File: config.mk
export PLATFORM = sky130hd
export DESIGN_NAME = tx_payload_source
export DESIGN_NICKNAME = d
export VERILOG_FILES = /design/src/rtl/tx_payload_source.sv
export SDC_FILE = /design/constraint.sdc
export NUM_CORES = 1
export LEC_CHECK = 0
export CAP_MARGIN = 0
export CORE_MARGIN = 3
export CORE_UTILIZATION = 50
export CTS_CLUSTER_DIAMETER = 40
export DETAILED_ROUTE_END_ITERATION = 10
export PLACE_DENSITY = 0.7
export SLEW_MARGIN = 10
export SYNTH_ARGS = -nofsm -noshare
export SYNTH_HDL_FRONTEND = slang
export SYNTH_SLANG_ARGS = --single-unit
File: constraint.sdc
create_clock -name clk -period 2.9 [get_ports clk]
set_clock_uncertainty 0.1 [all_clocks]
set_input_delay 0.58 -clock clk [delete_from_list [all_inputs] [get_ports clk]]
set_output_delay 0.58 -clock clk [all_outputs]
set_load 0.03 [all_outputs]
File: src/rtl/tx_payload_source.sv
// Fixed-length AXI-Stream test payload source (PRBS-9, counter or 0x55), paced by pkt_sent or free-running.
// First tvalid two cycles after enable; beats stream with no bubbles and hold stable while tready is low.
module tx_payload_source #(
  parameter int unsigned PKT_BYTES  = 16,
  parameter int unsigned GAP_CYCLES = 4,
  parameter logic [8:0]  PRBS_SEED  = 9'h1FF
) (
  input  logic        clk,
  input  logic        rst_n,
  input  logic [3:0]  MODE_CTRL,
  input  logic        pkt_sent,
  output logic [7:0]  data_tdata,
  output logic        data_tvalid,
  input  logic        data_tready,
  output logic        data_tlast,
  output logic        data_tuser,
  output logic [15:0] payload_length,
  output logic [15:0] pkt_count
);
  typedef enum logic [2:0] {IDLE, LOAD, SEND, WAIT_ACK, GAP} state_t;

  localparam logic [15:0] LEN      = 16'(PKT_BYTES);
  localparam logic [15:0] LAST_IDX = 16'(PKT_BYTES - 1);
  localparam logic [15:0] GAP_LAST = (GAP_CYCLES == 0) ? 16'd0 : 16'(GAP_CYCLES - 1);
  localparam bit          GAP_NONE = (GAP_CYCLES == 0);

  state_t      state, state_nxt, after_gap;
  logic [15:0] idx, gap_cnt;
  logic [8:0]  lfsr, prbs_adv;
  logic [7:0]  cnt, prbs_byte, pat_byte;
  logic [2:0]  mode;
  logic [1:0]  pat_sel;
  logic        hs, last_hs, gen;

  assign data_tvalid = (state == SEND);
  assign data_tuser  = data_tvalid && (idx == 16'd0);
  assign data_tlast  = data_tvalid && (idx == LAST_IDX);
  assign hs          = data_tvalid && data_tready;
  assign last_hs     = hs && data_tlast;
  assign after_gap   = MODE_CTRL[3] ? LOAD : IDLE;

  // lfsr/cnt always hold the state for the byte after the one on tdata, so
  // nothing advances on the tlast beat and the sequence resumes seamlessly.
  assign pat_sel = (state == LOAD) ? MODE_CTRL[1:0] : mode[1:0];
  assign gen     = (state == LOAD) || (hs && !data_tlast);

  always_comb begin
    prbs_adv  = lfsr;
    prbs_byte = 8'h00;
    for (int i = 0; i < 8; i++) begin
      prbs_byte[7-i] = prbs_adv[8];
      prbs_adv       = {prbs_adv[7:0], prbs_adv[8] ^ prbs_adv[4]};
    end
  end

  always_comb begin
    case (pat_sel)
      2'b00:   pat_byte = prbs_byte;
      2'b01:   pat_byte = cnt;
      default: pat_byte = 8'h55;
    endcase
  end

  always_comb begin
    state_nxt = state;
    case (state)
      IDLE:     if (MODE_CTRL[3]) state_nxt = LOAD;
      LOAD:     state_nxt = SEND;
      SEND:     if (last_hs) state_nxt = mode[2] ? (GAP_NONE ? after_gap : GAP) : WAIT_ACK;
      WAIT_ACK: if (pkt_sent) state_nxt = GAP_NONE ? after_gap : GAP;
      GAP:      if (gap_cnt == GAP_LAST) state_nxt = after_gap;
      default:  state_nxt = IDLE;
    endcase
  end

  always_ff @(posedge clk or negedge rst_n) begin
    if (!rst_n) begin
      state          <= IDLE;
      idx            <= 16'd0;
      gap_cnt        <= 16'd0;
      lfsr           <= PRBS_SEED;
      cnt            <= 8'd0;
      mode           <= 3'd0;
      data_tdata     <= 8'h00;
      payload_length <= 16'd0;
      pkt_count      <= 16'd0;
    end else begin
      state <= state_nxt;
      if (state == IDLE && MODE_CTRL[3]) begin
        lfsr <= PRBS_SEED;
        cnt  <= 8'd0;
      end
      if (state == LOAD) begin
        mode           <= MODE_CTRL[2:0];
        payload_length <= LEN;
        idx            <= 16'd0;
      end else if (hs) begin
        idx <= idx + 16'd1;
      end
      if (gen) begin
        data_tdata <= pat_byte;
        if (pat_sel == 2'b00) lfsr <= prbs_adv;
        if (pat_sel == 2'b01) cnt <= cnt + 8'd1;
      end
      if (last_hs) pkt_count <= pkt_count + 16'd1;
      if (state_nxt == GAP && state != GAP) gap_cnt <= 16'd0;
      else if (state == GAP) gap_cnt <= gap_cnt + 16'd1;
    end
  end
endmodule

==> metrics.txt <==
# TYPE chip_impl_metric gauge
chip_impl_info{name="outcome",value="complete, no violations"} 1
chip_impl_metric{name="p_seq_frac",unit=""} 0.431
chip_impl_metric{name="antenna_violations_before_repair",unit=""} 0
chip_impl_metric{name="grt_pass1_vias",unit=""} 2805
chip_impl_metric{name="grt_use_total",unit=""} 0.182
chip_impl_metric{name="switching_share",unit=""} 0.376
chip_impl_metric{name="numCtsBuffers",unit=""} 9
chip_impl_metric{name="layout-drive-gt1-share",unit=""} 0.132
chip_impl_metric{name="detail-route-antenna-nets",unit=""} 0
chip_impl_metric{name="gr-total-overflow",unit=""} 0
chip_impl_metric{name="dpl_cell_area",unit="mm2"} 0.00452
chip_impl_metric{name="synth_xor_area_frac",unit=""} 0.0897
chip_impl_info{name="worstHoldPathType",value="in2async"} 1
chip_impl_metric{name="final.period_utilization",unit=""} 0.957
chip_impl_metric{name="switching_power",unit="uW"} 1460
chip_impl_info{name="cts-root-buf",value="clkbuf_8"} 1
chip_impl_metric{name="initial_core_util",unit=""} 0.523
chip_impl_metric{name="drt_iter0_markers",unit=""} 86
chip_impl_metric{name="final.setup.tns",unit="ps"} 0
chip_impl_metric{name="timing.max_cap.violations",unit=""} 0
chip_impl_metric{name="netlist-cell-type-count",unit=""} 51
chip_impl_metric{name="drt-wirelength-per-cell",unit="um"} 14.3
chip_impl_metric{name="vias",unit=""} 2986
chip_impl_metric{name="yosysWarningCount",unit=""} 0
chip_impl_metric{name="post_cts_hold_buffer_count",unit=""} 0
chip_impl_metric{name="worst_slew_pin_slew",unit="ps"} 956
chip_impl_metric{name="arrival",unit="ps"} 2100
chip_impl_metric{name="period_needed",unit="ps"} 2780
chip_impl_metric{name="largest_net_degree_at_the_start_of_global_routing",unit=""} 77
chip_impl_metric{name="timing.final.setup_violations",unit=""} 0
chip_impl_metric{name="post_synth.cell_area_avg",unit="um2"} 10.1
chip_impl_metric{name="areaGrowthSynthToFinish",unit="%"} 15.1
chip_impl_metric{name="hold_violations",unit=""} 0
chip_impl_metric{name="final_cell_count_no_fill",unit=""} 555
chip_impl_metric{name="postLayoutCellArea",unit="mm2"} 0.00472
chip_impl_metric{name="power_density",unit="mW/mm2"} 821
chip_impl_metric{name="hpwl",unit="um"} 5560
chip_impl_metric{name="globalplace.congestion",unit=""} 0.806
chip_impl_metric{name="slew_margin_rel",unit=""} 0.363
chip_impl_metric{name="p_int",unit="uW"} 2420
chip_impl_info{name="final_cell_mix",value="dfrtp_1 (71), nor2_1 (40), nand2_1 (38), nand3_1 (38), clkdlybuf4s50_1 (32)"} 1
chip_impl_metric{name="post_synth_inst_count",unit=""} 407
chip_impl_metric{name="cts.reportedPaths.clkPinSlew",unit="ps"} 80
chip_impl_metric{name="cts_buffer_depth",unit=""} 2
chip_impl_metric{name="post_cts.repair.setup_buffers",unit=""} 0
chip_impl_metric{name="cts-htree-levels",unit=""} 3
chip_impl_metric{name="remaining_drc_errors",unit=""} 0
chip_impl_metric{name="synth_fa_ha_area_frac",unit=""} 0.0152
chip_impl_metric{name="floorplan.die.width",unit="um"} 96.6
chip_impl_info{name="dominant_combinational_cell_family_by_area_after_synthesis",value="simple AND/OR/NAND/NOR gates"} 1
chip_impl_metric{name="compound_gate_fraction_of_synth_area",unit=""} 0.0936
chip_impl_metric{name="floorplan.core_area",unit="mm2"} 0.00785
chip_impl_metric{name="n_antenna_cell",unit=""} 0
chip_impl_info{name="kind_of_start_point_of_the_critical_path",value="flop"} 1
chip_impl_metric{name="netlist_area",unit="mm2"} 0.00410
chip_impl_metric{name="floorplan_die_height",unit="um"} 96.6
chip_impl_info{name="crit_path_end_kind",value="output port"} 1
chip_impl_info{name="unrepaired_setup_endpoints_after_global_routing",value="false"} 1
chip_impl_metric{name="number_of_placed_cells_counting_well_taps",unit=""} 539
chip_impl_metric{name="clk-insertion-delay-late",unit="ps"} 350
chip_impl_metric{name="fillers",unit=""} 707
chip_impl_metric{name="area_fraction_in_and_or_nand_and_nor_cells_after_synthesis",unit=""} 0.226
chip_impl_metric{name="post-layout-total-power",unit="uW"} 3880
chip_impl_metric{name="global_route_wire_length_before_repair",unit="um"} 13200
chip_impl_metric{name="postRouteWirelength",unit="um"} 7920
chip_impl_info{name="post_synth_top_area_cell",value="dfrtp_1"} 1
chip_impl_metric{name="worst-path-max-fanout",unit=""} 5
chip_impl_info{name="cts_tree",value="done"} 1
chip_impl_metric{name="synth-seq-area-share",unit=""} 0.491
chip_impl_metric{name="postSynth.asyncResetShare",unit=""} 1.00
chip_impl_metric{name="vdd.ir_drop.worst",unit="uV"} 424
chip_impl_metric{name="rows",unit=""} 32
chip_impl_metric{name="required_time_of_the_critical_path",unit="ps"} 2220
chip_impl_metric{name="power.share.combinational",unit=""} 0.350
chip_impl_metric{name="finalMaxSlewViolations",unit=""} 0
chip_impl_metric{name="power.clock.fraction",unit=""} 0.219
chip_impl_metric{name="static-leakage-power",unit="uW"} 0.00205
chip_impl_info{name="synth_top_cells_by_area",value="dfrtp_1 (43%), dfstp_2 (5.8%), xnor2_1 (5.3%), nand3_1 (4.6%), nor2_1 (3.7%)"} 1
chip_impl_metric{name="dieArea",unit="mm2"} 0.00933
chip_impl_metric{name="io-pin-count",unit=""} 51
chip_impl_metric{name="yosys_register_bits",unit=""} 80
chip_impl_metric{name="number_of_enable_flip_flop_cells_after_synthesis",unit=""} 0
chip_impl_metric{name="num-nets-final",unit=""} 461
chip_impl_metric{name="port_buffers",unit=""} 35
chip_impl_metric{name="maxClockFrequency",unit="MHz"} 360
chip_impl_metric{name="clock_sinks",unit=""} 80
chip_impl_metric{name="synthDominantCellAreaShare",unit=""} 0.433
chip_impl_metric{name="post_synth_mux_area_share",unit=""} 0.0287
chip_impl_info{name="most_common_library_cell_in_the_layout_ignoring_fill_and_taps",value="dfrtp_1"} 1
chip_impl_info{name="main_synth_ff_type",value="dfrtp_1"} 1
chip_impl_metric{name="drtPass1Iterations",unit=""} 5
chip_impl_metric{name="detail_route.vias_per_cell",unit=""} 5.38
chip_impl_info{name="timing.setup.critical_path_class",value="reg2out"} 1
==> cell usage after synthesis, drive strengths merged (5+ instances only) <==
| library cell | count |
|---|---|
| o211ai | 6 |
| nor3 | 6 |
| nand3 | 40 |
| nand2 | 38 |
| and3 | 10 |
| inv | 8 |
| ha | 5 |
| dfstp | 9 |
| clkbuf | 5 |
| nor4 | 7 |
| nand4 | 9 |
| a21oi | 10 |
| and4 | 6 |
| mux2i | 5 |
| xor2 | 17 |
| mux2 | 6 |
| o21ai | 29 |
| xnor2 | 25 |
| buf | 24 |
| dfrtp | 71 |
| nor2 | 40 |
==> stage by stage <==
step | hold WS (ps) | util | worst slack, ps
final | 288 | 0.602 | 125
after global routing | 346 | 0.602 | 7.89
after detailed placement | 360 | 0.576 | 135
after global placement | 357 | 0.576 | 164
after floorplan | 184 | - | 204
after CTS | 308 | 0.602 | 54.8
==> registers in the layout (all words and copies together) (netlist names) <==
register        cells
cnt                 8
data_tdata          8
gap_cnt            16
idx                16
lfsr                9
mode                3
payload_length      1
pkt_count          16
state               3
==> logic make-up (layout without fill, tap and decap cells) <==
kind of cell | Yosys count | count (layout)
adder cells (fa/ha/maj) | 5 | 5
buffers and inverters | 37 | 69
AND/OR/NAND/NOR | 171 | 171
flip-flops | 80 | 80
AO/OA/AOI/OAI | 60 | 60
other | 1 | 15
XOR/XNOR | 42 | 42
multiplexers | 11 | 11
==> layout make-up <==
| type | count | area (um2) | area share |
|---|---|---|---|
| flip-flops and latches | 80 | 2010 | 0.426 |
| multi-input cells | 304 | 1930 | 0.408 |
| repair buffers | 45 | 418 | 0.0885 |
| clock buffers | 12 | 155 | 0.0329 |
| well taps | 102 | 128 | 0.0270 |
| clock inverters | 4 | 51.3 | 0.0109 |
| inverters | 8 | 30.0 | 0.00636 |
==> layer usage <==
layer  GRT usage  vias up  part of all wire
met4      0.0444        0             0.012
met3      0.0620        9             0.046
met2       0.284       65              0.47
met1       0.245     1433              0.47
met5           0        -                 0
li1            -     1479                 -
==> critical path, cell delays in order, from the launching register on <==
cell and delay, ps:
dfrtp_1 440, nor4_2 430, nand4_2 180, buf_4 200, nor2_1 120, clkdlybuf4s15_1 380
==> path summary, 6_finish.rpt <==
| path | from | to | slack (ps) | depth (start not counted) |
|---|---|---|---|---|
| setup / recovery | idx[4] | data_tlast | 120 | 5 |
| hold / removal | rst_n | data_tdata[6] | 290 | 1 |
| setup reg to reg | state[2] | gap_cnt[10] | 630 | 7 |
| hold reg to reg | pkt_count[15] | pkt_count[15] | 370 | 1 |
| max in group asynchronous | rst_n | lfsr[4] | 1700 | 2 |
| min in group clk | pkt_count[15] | pkt_count[15] | 370 | 1 |
==> power by group through the flow <==
stage | Sequential, uW | Combinational (uW) | Clock, uW
CTS | 1670 | 1370 | 882
global placement | 1670 | 1330 | 0
detailed placement | 1690 | 1370 | 0
global route | 1710 | 1510 | 927
floorplan | 1720 | 942 | 0
finish | 1670 | 1360 | 847
==> repair_timing <==
action	in CTS	in global routing
endpoints found under the setup margin	2	2
pin swaps	0	0
gates resized for setup	2	4
(Power assumes the default switching activity.)
